`config.mk`:
```
export PLATFORM = sky130hd
export DESIGN_NAME = run_sequencer
export DESIGN_NICKNAME = d
export VERILOG_FILES = /design/src/rtl/run_sequencer.sv
export SDC_FILE = /design/constraint.sdc
export NUM_CORES = 1
export LEC_CHECK = 0
export CAP_MARGIN = 25
export CORE_ASPECT_RATIO = 1.2
export CORE_MARGIN = 2
export CORE_UTILIZATION = 25
export CTS_CLUSTER_DIAMETER = 200
export DETAILED_ROUTE_END_ITERATION = 10
export GPL_TIMING_DRIVEN = 0
export SLEW_MARGIN = 20
export SYNTH_ARGS = -nofsm -noshare
export SYNTH_HDL_FRONTEND = slang
export SYNTH_SLANG_ARGS = --single-unit
```
`constraint.sdc`:
```
create_clock -name Clk -period 2.2 [get_ports Clk]
set_input_delay 0.44 -clock Clk [delete_from_list [all_inputs] [get_ports Clk]]
set_output_delay 0.44 -clock Clk [all_outputs]
set_load 0.02 [all_outputs]
```
`src/rtl/run_sequencer.sv`:
```
// run_sequencer
// -------------
// Upstream launcher for the 9-bit core. A Go request runs NPROG programs
// back to back. For each program the block holds Start high for
// START_CYCLES cycles, then counts RUN cycles until the core raises Ack.
// A watchdog aborts the sequence when a program reaches TIMEOUT RUN cycles
// without an Ack.
//
// Handshake: Start is a registered strobe held for START_CYCLES cycles.
// Ack is only looked at while in RUN, where it acts as a one-cycle
// "program done" flag. No Ack is expected or consumed in any other state.
//
// Ports
//   Clk       in        single clock, posedge
//   Reset     in        synchronous, active-high
//   Go        in        start a sequence (sampled in IDLE only)
//   Ack       in        core done flag (sampled in RUN only)
//   Start     out       core start strobe (registered)
//   ProgIdx   out [1:0] 0-based program index being launched/run
//   Busy      out       high whenever not IDLE
//   CycleCnt  out [CW]  RUN-cycle count of the last finished program
//   CntValid  out       one-cycle pulse when CycleCnt updates
//   Done      out       one-cycle pulse at end of sequence (normal or abort)
//   Timeout   out       sticky watchdog flag, cleared by the next Go
//   DbgState  out [1:0] current FSM state (0 IDLE, 1 LAUNCH, 2 RUN, 3 FINISH)
module run_sequencer #(
    parameter int             NPROG        = 3,
    parameter int             START_CYCLES = 2,
    parameter int             CW           = 16,
    parameter logic [CW-1:0]  TIMEOUT      = CW'(16'hFFFF)
) (
    input  logic          Clk,
    input  logic          Reset,
    input  logic          Go,
    input  logic          Ack,
    output logic          Start,
    output logic [1:0]    ProgIdx,
    output logic          Busy,
    output logic [CW-1:0] CycleCnt,
    output logic          CntValid,
    output logic          Done,
    output logic          Timeout,
    output logic [1:0]    DbgState
);

    typedef enum logic [1:0] {
        S_IDLE   = 2'd0,
        S_LAUNCH = 2'd1,
        S_RUN    = 2'd2,
        S_FINISH = 2'd3
    } state_t;

    localparam int             LW          = $clog2(START_CYCLES + 1);
    localparam logic [LW-1:0]  LAUNCH_LAST = LW'(START_CYCLES);
    localparam logic [1:0]     LAST_PROG   = 2'(NPROG - 1);

    state_t          state_q, state_d;
    logic [LW-1:0]   lcnt_q, lcnt_d;       // Start-high cycles issued so far
    logic [CW-1:0]   run_cnt_q, run_cnt_d; // RUN cycles completed before this one
    logic [1:0]      prog_q, prog_d;
    logic            start_q, start_d;
    logic [CW-1:0]   cyc_q, cyc_d;
    logic            cv_q, cv_d;
    logic            done_q, done_d;
    logic            to_q, to_d;

    // Count including the current RUN cycle. run_cnt_q never exceeds
    // TIMEOUT-1, so this cannot wrap.
    logic [CW-1:0]   run_next;
    assign run_next = run_cnt_q + CW'(1);

    always_comb begin
        state_d   = state_q;
        lcnt_d    = lcnt_q;
        run_cnt_d = run_cnt_q;
        prog_d    = prog_q;
        start_d   = start_q;
        cyc_d     = cyc_q;
        cv_d      = 1'b0;
        done_d    = 1'b0;
        to_d      = to_q;

        case (state_q)
            S_IDLE: begin
                if (Go) begin
                    to_d    = 1'b0;
                    prog_d  = 2'd0;
                    // Entry from IDLE spends one cycle with Start still low,
                    // so the strobe begins one edge after Go is taken.
                    lcnt_d  = '0;
                    start_d = 1'b0;
                    state_d = S_LAUNCH;
                end
            end

            S_LAUNCH: begin
                if (lcnt_q == LAUNCH_LAST) begin
                    start_d   = 1'b0;
                    run_cnt_d = '0;
                    state_d   = S_RUN;
                end else begin
                    start_d = 1'b1;
                    lcnt_d  = lcnt_q + LW'(1);
                end
            end

            S_RUN: begin
                start_d = 1'b0;
                if (Ack) begin
                    // Ack wins over the watchdog in the same cycle.
                    cyc_d = run_next;
                    cv_d  = 1'b1;
                    if (prog_q == LAST_PROG) begin
                        state_d = S_FINISH;
                    end else begin
                        // Relaunch raises Start on this edge, so the first
                        // strobe cycle is already counted.
                        prog_d  = prog_q + 2'd1;
                        start_d = 1'b1;
                        lcnt_d  = LW'(1);
                        state_d = S_LAUNCH;
                    end
                end else if (run_next == TIMEOUT) begin
                    to_d    = 1'b1;
                    cyc_d   = TIMEOUT;
                    cv_d    = 1'b1;
                    state_d = S_FINISH;
                end else begin
                    run_cnt_d = run_next;
                end
            end

            S_FINISH: begin
                done_d  = 1'b1;
                state_d = S_IDLE;
            end

            default: begin
                state_d = S_IDLE;
            end
        endcase
    end

    always_ff @(posedge Clk) begin
        if (Reset) begin
            state_q   <= S_IDLE;
            lcnt_q    <= '0;
            run_cnt_q <= '0;
            prog_q    <= 2'd0;
            start_q   <= 1'b0;
            cyc_q     <= '0;
            cv_q      <= 1'b0;
            done_q    <= 1'b0;
            to_q      <= 1'b0;
        end else begin
            state_q   <= state_d;
            lcnt_q    <= lcnt_d;
            run_cnt_q <= run_cnt_d;
            prog_q    <= prog_d;
            start_q   <= start_d;
            cyc_q     <= cyc_d;
            cv_q      <= cv_d;
            done_q    <= done_d;
            to_q      <= to_d;
        end
    end

    assign Start    = start_q;
    assign ProgIdx  = prog_q;
    assign Busy     = (state_q != S_IDLE);
    assign CycleCnt = cyc_q;
    assign CntValid = cv_q;
    assign Done     = done_q;
    assign Timeout  = to_q;
    assign DbgState = state_q;

endmodule

```
==> impl_metrics.toml, run 1 <==
[floorplan]
die_area_mm2 = 0.0104
die_w_um = 93.4
start_util = 0.255
die_height_um = 111
row_count = 39
coreArea_mm2 = 0.00942
num_io_pins = 29

[route]
wl_um = 7110
drc = 0
ant_nets = 0
routedWlPerCell_um = 15.3
route.vias.total = 2357
drt_iter0_drc = 181
vias_per_cell = 5.07
dr.pass1.iters = 4

[pwr]
vdd_ir_drop_max_v = 0.000512
p_per_area_mw_per_mm2 = 798
p_leak_nw = 1.07

[hold_path]
holdPathEnd = "CycleCnt[2]"
holdPathStages = 2
min_path_type = "register to register"
hold_start = "CycleCnt[2]"

[grt]
grt_start_max_net_pins = 13
grt-ovfl-total = 0
antenna_found_initial = 0
grt_pass1_vias = 2269
grt_pass1_wl_um = 11100
track_usage = 0.132

[clocking]
clkSinkCount = 42
clk_latency_ps = 290
cts_tree = "yes"
h-tree-depth = 2
root_buffer = "clkbuf_16"
cts_hold_buf = 0
clk_pin_slew_ps = 60
cts-buffers-inserted = 5
cts_buffer_depth = 2

[setup_path]
r2r_end = "CycleCnt[9]"
critPathRequiredTime_ps = 2340
end_kind = "register"
path_class = "register to register"
crit_chain = "buf_6 > nand4_1 > buf_6 > a2111oi_4 > o22ai_2 > and4bb_4 > o21ai_4 > clkbuf_16 > a221oi_2"
r2r-start = "run_cnt_q[1]"
worstPathArrival_ps = 2360
slowest_stage = "a2111oi_4"
cp.buffers_inverters = 3
cp_top_family = "compound AO/OA/AOI/OAI gates"
r2r_slack_ps = -10
r2r_cells = 9
crit_path_max_incr_delay_ps = 390
start_kind = "register"
crit_fanout = 7
crit_top_cell = "buf_6"

[place]
post_dp_cell_area_mm2 = 0.00283
gp_routability_congestion = 0.933
port_buffers = 28
dp_hpwl_um = 4770
pre_cts_ws_ps = -503

[layout]
fillers = 971
drive_gt1_frac = 0.228
seq_area_um2 = 853
final_nets = 354
area_growth_pct = 38.9
multi_input_area_mm2 = 0.00147
fin_area_mm2 = 0.00333
antenna_cells = 0

[outcome]
violations = "setup timing"
status = "finished, violations left"

[sta]
tightest_slew_ps = 673
fin_ws_ps = -13.3
finalWorstPathRequiredPeriod_ps = 2210
setup_viol = 3
rsz0062_at_grt = "true"
hold_viol = 0
post-route-period-util = 1.01
fmax_mhz = 452
skew_ps = 5.49
drv_slew = 0
slew_headroom = 0.551

[yosys]
syn_area_mm2 = 0.00240
synth_ff_type = "dfxtp_1"
avgSynthCellArea_um2 = 8.27
synth_cells = 290
synth_nets = 302
ys_seq_area_frac = 0.351
synth.distinct_cells = 58
yosysWarningCount = 0
async_reset_ff_frac = 0
synth_edf_count = 0
synth-seq-cells = 42

[job]
max_cap_violations = 0
## worst max path at each step
stage / slack, ps / to / startpoint / cells after the start
final: -10 / CycleCnt[9] / run_cnt_q[1] / 9
after global placement: -510 / run_cnt_q[14] / Ack / 8
after global routing: -130 / CycleCnt[9] / run_cnt_q[1] / 9
after detailed placement: -500 / run_cnt_q[11] / Ack / 8
after floorplan: 30 / run_cnt_q[2] / run_cnt_q[1] / 8
after CTS: 20 / CycleCnt[3] / run_cnt_q[0] / 9
## where the power goes
part           switching, mW  internal, mW
registers             0.0494         0.824
logic                  0.565         0.353
clock network          0.305         0.560
total                  0.919          1.74
## worst reg2reg max path, cell delays in order (launching register included)
cell and delay (ps):
dfxtp_4 370, buf_6 100, nand4_1 110, buf_6 160, a2111oi_4 390, o22ai_2 130
and4bb_4 250, o21ai_4 290, clkbuf_16 220, a221oi_2 50
## kinds of logic (layout without fill, tap and decap cells)
| group | count (synthesis) | in the layout | synth area share |
|---|---|---|---|
| mux | 4 | 4 | 0.0172 |
| flops | 42 | 42 | 0.351 |
| xor+xnor | 10 | 10 | 0.0365 |
| compound gates | 76 | 76 | 0.240 |
| buf+inv | 49 | 101 | 0.0872 |
| simple gates | 101 | 101 | 0.227 |
| fa+ha+maj | 8 | 8 | 0.0418 |
## through the flow
| stage | utilization | TNS [ps] | hold slack [ps] | power, mW | instances |
|---|---|---|---|---|---|
| floorplan | - | 0 | 449 | 1.44 | 290 |
| global placement | 0.301 | -11600 | 435 | 1.75 | 441 |
| detailed placement | 0.301 | -12280 | 446 | 1.76 | 441 |
| CTS | 0.331 | 0 | 453 | 2.63 | 456 |
| global route | 0.354 | -1580 | 491 | 2.78 | 465 |
| finish | 0.354 | -32.2 | 466 | 2.66 | 465 |
## area by class of cell
| class | count | share of cell area |
|---|---|---|
| Clock buffer | 6 | 0.0417 |
| Tap cell | 123 | 0.0462 |
| Inverter | 26 | 0.0293 |
| Clock inverter | 1 | 0.00902 |
| Sequential cell | 42 | 0.256 |
| Buffer | 22 | 0.0436 |
| Multi-Input combinational cell | 199 | 0.441 |
| Timing Repair Buffer | 46 | 0.133 |
## repair_timing
action | CTS | global route
gates resized for setup | 20 | 35
pin swaps | 4 | 18
setup endpoints to repair | 37 | 36
buffers inserted | 8 | 9
cloned | 0 | 1
## layer usage
| layer | vias up | GRT usage | share of wire | wire [um] |
|---|---|---|---|---|
| met3 | 13 | 0.0238 | 0.048 | 339 |
| met2 | 64 | 0.220 | 0.49 | 3520 |
| met5 | - | 0 | 0 | 0 |
| met4 | 0 | 0.0422 | 0.019 | 132 |
| met1 | 1138 | 0.172 | 0.44 | 3120 |
| li1 | 1142 | - | - | - |
## cells in the mapped netlist, types with 3 or more instances
cell type,count,area share
nor3_1,8,0.017
o22ai_1,3,0.0078
mux2i_1,3,0.013
ha_1,8,0.042
clkbuf_1,14,0.022
nand2b_1,7,0.018
o211ai_1,3,0.0094
o21a_1,3,0.0094
inv_1,25,0.039
nand2_1,20,0.031
nor2b_1,3,0.0078
o21ai_1,8,0.017
o21ai_0,6,0.013
a21oi_1,18,0.038
a221oi_2,7,0.044
xnor2_1,7,0.026
a221oi_1,7,0.026
nand3b_1,4,0.013
nor4_1,4,0.010
nand4_1,7,0.018
buf_2,5,0.010
nand3_1,8,0.017
and3_1,3,0.0078
dfxtp_1,42,0.35
xor2_1,3,0.011
nor2_1,24,0.038
## registers in the layout (all words and copies together) (netlist names)
register / count
CntValid: 1
CycleCnt: 16
DbgState: 2
Done: 1
ProgIdx: 2
Start: 1
Timeout: 1
lcnt_q: 2
run_cnt_q: 16
## placed cells by master (no fill, tap or decap), drive strengths merged, types with 2 or more instances in the layout
master	synthesis	routed
a211oi	2	2
a21oi	18	18
a221oi	14	14
a22oi	2	2
a311oi	2	2
a31o	2	2
a31oi	2	2
a32oi	2	2
and3	3	3
and4bb	2	2
buf	9	26
clkbuf	14	20
clkdlybuf4s50	0	27
dfxtp	42	42
ha	8	8
inv	25	25
mux2i	3	3
nand2	20	20
nand2b	7	7
nand3	9	9
nand3b	4	4
nand4	7	7
nand4b	2	2
nor2	24	24
nor2b	3	3
nor3	9	9
nor4	4	4
o211ai	3	3
o21a	3	3
o21ai	15	15
o22ai	3	3
or3	2	2
xnor2	7	7
xor2	3	3
Note: power is estimated with default switching activity, not from simulation.
==> inputs of run 2 (changes only) <==
--- a/config.mk
+++ b/config.mk
@@ -8,10 +8,11 @@
 export CAP_MARGIN = 25
 export CORE_ASPECT_RATIO = 1.2
 export CORE_MARGIN = 2
-export CORE_UTILIZATION = 25
+export CORE_UTILIZATION = 50
 export CTS_CLUSTER_DIAMETER = 200
 export DETAILED_ROUTE_END_ITERATION = 10
 export GPL_TIMING_DRIVEN = 0
+export PLACE_DENSITY = 0.76
 export SLEW_MARGIN = 20
 export SYNTH_ARGS = -nofsm -noshare
 export SYNTH_HDL_FRONTEND = slang
==> run 2 against run 1 <==
Against the previous run: the flow still finishes with violations (setup timing); global-route usage up 13 points; routed wire length decreased by 1.1%; fmax shrank 0.65%; sequential power about the same; non-clock buffer count is 5 lower; cell count is 15% lower; die area fell by 48%; flip-flop and latch count is the same; clock power shrank 39%; largest cell class unchanged; highest routed layer unchanged.
==> impl_metrics.toml, run 2 (synthesized netlist as in run 1, its figures left out) <==
[outcome]
status = "finished, violations left"
violations = "setup timing"

[sta]
finalWorstPathRequiredPeriod_ps = 2230
setup_tns_ps = -55.3
fmax_mhz = 449
timing.hold.ws_ps = 458
fin_ws_ps = -27.8
hold_viol = 0
skew_ps = 12.8
setup_viol = 3
slew_headroom = 0.508
drv_slew = 0
rsz0062_at_grt = "true"
tightest_slew_ps = 739
post-route-period-util = 1.01

[clocking]
h-tree-depth = 2
root_buffer = "clkbuf_8"
cts_buffer_depth = 2
clk_latency_ps = 300
clkSinkCount = 42
clk_pin_slew_ps = 90
cts_tree = "yes"
cts-buffers-inserted = 5

[grt]
grt_start_max_net_pins = 15
track_usage = 0.258
grt-ovfl-total = 0
grt_pass1_vias = 2213
antenna_found_initial = 0
grt_pass1_wl_um = 10400

[route]
drt_iter0_drc = 173
drc = 0
routedWlPerCell_um = 17.8
wl_um = 7030
vias_per_cell = 6.11
dr.pass1.iters = 4
route.vias.total = 2421
ant_nets = 0

[layout]
antenna_cells = 0
final_cell_mix = "dfxtp_1, clkdlybuf4s50_1, inv_1, nor2_1, nand2_1"
fillers = 367
final_nets = 349
final_common_cell = "dfxtp_1"
drive_gt1_frac = 0.231
fin_area_mm2 = 0.00317
area_growth_pct = 32.3

[floorplan]
die_height_um = 79.9
row_count = 27
num_io_pins = 29
coreArea_mm2 = 0.00459
die_area_mm2 = 0.00537
die_w_um = 67.2
start_util = 0.522

[place]
port_buffers = 28
pre_cts_ws_ps = -469
post_dp_cell_area_mm2 = 0.00275
gp_routability_congestion = 0.904
dp_hpwl_um = 4520

[setup_path]
worstPathArrival_ps = 2440
start_kind = "register"
crit_fanout = 6
critPathRequiredTime_ps = 2410
end_kind = "register"
path_class = "register to register"

[hold_path]
min_path_type = "register to register"

[pwr]
p_leak_nw = 0.999
p_per_area_mw_per_mm2 = 744
vdd_ir_drop_max_v = 0.000767

[job]
max_cap_violations = 0
==> run 2: cell types whose count changed in the layout (fill, tap and decap cells not counted), sizes merged <==
cell and change:
buf -6, bufinv -1, clkinv +2, clkinvlp +1
==> run 2: path summary, 6_finish.rpt <==
kind / from / end / slack (ps) / cells past startpoint
worst min-delay path: CycleCnt[4] / CycleCnt[4] / 460 / 2
worst max-delay path: run_cnt_q[0] / CycleCnt[15] / -30 / 10
worst min register to register: CycleCnt[4] / CycleCnt[4] / 460 / 2
worst max register to register: run_cnt_q[0] / CycleCnt[15] / -30 / 10
==> run 2: power by group <==
group          total [mW]  switching [mW]  internal [mW]
clock network       0.525           0.302          0.224
logic               0.959           0.589          0.370
registers           0.874          0.0495          0.825
total                2.36           0.940           1.42
==> run 2: routing by layer <==
layer  track usage  vias to the layer above  part of all wire
met2         0.453                       82              0.52
met5             0                        -                 0
li1              -                     1140                 -
met3        0.0494                       31             0.046
met4         0.110                        0             0.039
met1         0.298                     1168              0.40
==> run 2: worst max-delay path: stages, from the launching register on <==
cell      delay [ps]
dfxtp_4          380
buf_6            130
inv_6             50
ha_4             120
nand4_1          110
nor3_2           250
o211ai_1         130
and4bb_4         410
o21ai_4          120
buf_12           190
a221oi_2         250
==> run 2: cell type report <==
type | count | area [um^2] | share of cell area
buffer | 22 | 130 | 0.0410
sequential | 42 | 853 | 0.269
multi-input combinational | 199 | 1510 | 0.475
inverter | 26 | 103 | 0.0323
clock inverter | 3 | 21.3 | 0.00671
timing repair buffer | 41 | 418 | 0.132
clock buffer | 5 | 68.8 | 0.0217
tap | 58 | 72.6 | 0.0229
==> run 2: what timing repair did <==
action,4_1_cts,5_1_grt
hold endpoints to repair,0,0
pin swaps,7,16
resized for setup,21,34
setup buffers,7,5
endpoints found under the setup margin,37,35
hold buffers,0,0
cloned,0,1
==> run 2: per-stage QoR <==
step                      total power [mW]   util  instances
after floorplan                       1.44      -        290
after global placement                1.74  0.599        376
after detailed placement              1.74  0.599        376
after global routing                  2.47  0.690        396
final                                 2.36  0.690        396
after CTS                             2.26  0.646        390
==> inputs of run 3 (changes only) <==
--- a/config.mk
+++ b/config.mk
@@ -12,7 +12,8 @@
 export CTS_CLUSTER_DIAMETER = 200
 export DETAILED_ROUTE_END_ITERATION = 10
 export GPL_TIMING_DRIVEN = 0
-export PLACE_DENSITY = 0.76
+export PLACE_DENSITY = 0.86
+export RECOVER_POWER = 50
 export SLEW_MARGIN = 20
 export SYNTH_ARGS = -nofsm -noshare
 export SYNTH_HDL_FRONTEND = slang
==> run 3 against run 2 <==
Against the previous run: the flow still finishes with violations (setup timing); critical path depth decreased by 2; register-to-register slack lost 70 ps; critical path type unchanged; sequential power about the same; total power is 2.5% lower; combinational power is 3.1% lower; setup slack got worse by 75 ps; routed wire length is essentially flat.
==> impl_metrics.toml, run 3 (synthesized netlist as in run 1, its figures left out) <==
[setup_path]
critPathCapture = "CycleCnt[3]"
setup.worst_path.start = "run_cnt_q[2]"
worstPathArrival_ps = 2460
crit_fanout = 10
r2r_cells = 8
path_class = "register to register"
start_kind = "register"
end_kind = "register"
critPathRequiredTime_ps = 2350
r2r_slack_ps = -100
r2r-start = "run_cnt_q[2]"
r2r_end = "CycleCnt[3]"

[clocking]
cts-buffers-inserted = 5
clk_latency_ps = 300
h-tree-depth = 2
cts_tree = "yes"
clk_pin_slew_ps = 80
root_buffer = "clkbuf_8"
cts_buffer_depth = 2
clkSinkCount = 42

[pwr]
p_total_mw = 2.30
p_leak_nw = 1.10
p_per_area_mw_per_mm2 = 729
vdd_ir_drop_max_v = 0.000700

[sta]
setup_viol = 22
skew_ps = 8.21
rsz0062_at_grt = "true"
finalWorstPathRequiredPeriod_ps = 2300
timing.hold.ws_ps = 440
drv_slew = 0
slew_headroom = 0.529
post-route-period-util = 1.05
fmax_mhz = 434
fin_ws_ps = -103
tightest_slew_ps = 706
hold_viol = 0

[outcome]
violations = "setup timing"
status = "finished, violations left"

[place]
gp_routability_congestion = 0.959
place_inst = 376
port_buffers = 28
dp_hpwl_um = 4540

[layout]
antenna_cells = 0
fin_cells = 401
drive_gt1_frac = 0.227
final_common_cell = "dfxtp_1"
fillers = 365
final_nets = 354
final_cell_mix = "dfxtp_1, inv_1, nor2_1, dlygate4sd3_1, nand2_1"
area_growth_pct = 31.6

[hold_path]
holdPathStages = 2
min_path_type = "register to register"

[floorplan]
die_height_um = 79.9
die_w_um = 67.2
num_io_pins = 29
start_util = 0.522
die_area_mm2 = 0.00537
row_count = 27
coreArea_mm2 = 0.00459

[job]
max_cap_violations = 0

[route]
wl_um = 7040
route.vias.total = 2441
routedWlPerCell_um = 17.5
drt_iter0_drc = 203
drc = 0
dr.pass1.iters = 5
ant_nets = 0
vias_per_cell = 6.09

[grt]
antenna_found_initial = 0
grt_pass1_vias = 2198
grt_pass1_wl_um = 10300
grt-ovfl-total = 0
track_usage = 0.253
grt_start_max_net_pins = 14
## run 3: changes by cell type in the layout (fill, tap and decap cells not counted), moves of 2 or more
cell	previous run	this run
dlygate4sd3_1	0	24
clkbuf_2	2	0
clkdlybuf4s50_1	27	3
buf_4	10	17
## run 3: what timing repair did
action                                 in CTS  in global routing
resized for setup                          19                 31
hold buffers                                0                  0
setup buffers                               8                 10
setup endpoints to repair                  37                 37
endpoints found under the hold margin       0                  0
pin swaps                                   4                 10
## run 3: power breakdown
part           leakage, nW  internal (mW)  switching [mW]
Clock               0.0452          0.224           0.276
Combinational        0.714          0.339           0.589
Sequential           0.343          0.823          0.0472
## run 3: worst min path at each step
| stage | from | to |
|---|---|---|
| finish | CycleCnt[4] | CycleCnt[4] |
| global route | CycleCnt[4] | CycleCnt[4] |
| CTS | CycleCnt[4] | CycleCnt[4] |
| detailed placement | CycleCnt[4] | CycleCnt[4] |
| global placement | CycleCnt[4] | CycleCnt[4] |
| floorplan | lcnt_q[1] | lcnt_q[1] |
## run 3: metal layers
| layer | part of all wire | wire length, um | up-vias | global-route usage |
|---|---|---|---|---|
| li1 | - | - | 1148 | - |
| met1 | 0.38 | 2690 | 1153 | 0.295 |
| met2 | 0.51 | 3600 | 111 | 0.429 |
| met3 | 0.067 | 469 | 29 | 0.0465 |
| met4 | 0.040 | 283 | 0 | 0.137 |
| met5 | 0 | 0 | - | 0 |
## run 3: stage by stage
| stage | setup slack [ps] | util | TNS (ps) | cell area, um^2 |
|---|---|---|---|---|
| global placement | -453 | 0.599 | -10380 | 2750 |
| CTS | 0.259 | 0.641 | 0 | 2940 |
| detailed placement | -453 | 0.599 | -11740 | 2750 |
| global route | -114 | 0.687 | -2030 | 3160 |
| floorplan | 32.9 | - | 0 | 2400 |
| finish | -103 | 0.687 | -1420 | 3160 |
## run 3: worst max-delay path: stages (launching register included)
cell and delay, ps:
dfxtp_2 330, buf_6 100, nand4_1 290, a2111oi_4 480, o22ai_2 170, and4bb_4 260, o21ai_4 240, buf_8 190
a211oi_2 80
## run 3: cell type report
| class | count | area (um^2) | area share |
|---|---|---|---|
| clock inverters | 2 | 13.8 | 0.00436 |
| plain buffers | 22 | 133 | 0.0420 |
| inverters | 26 | 97.6 | 0.0309 |
| flip-flops and latches | 42 | 857 | 0.272 |
| well taps | 58 | 72.6 | 0.0230 |
| multi-input cells | 199 | 1490 | 0.471 |
| clock buffers | 6 | 72.6 | 0.0230 |
| repair buffers | 46 | 422 | 0.134 |
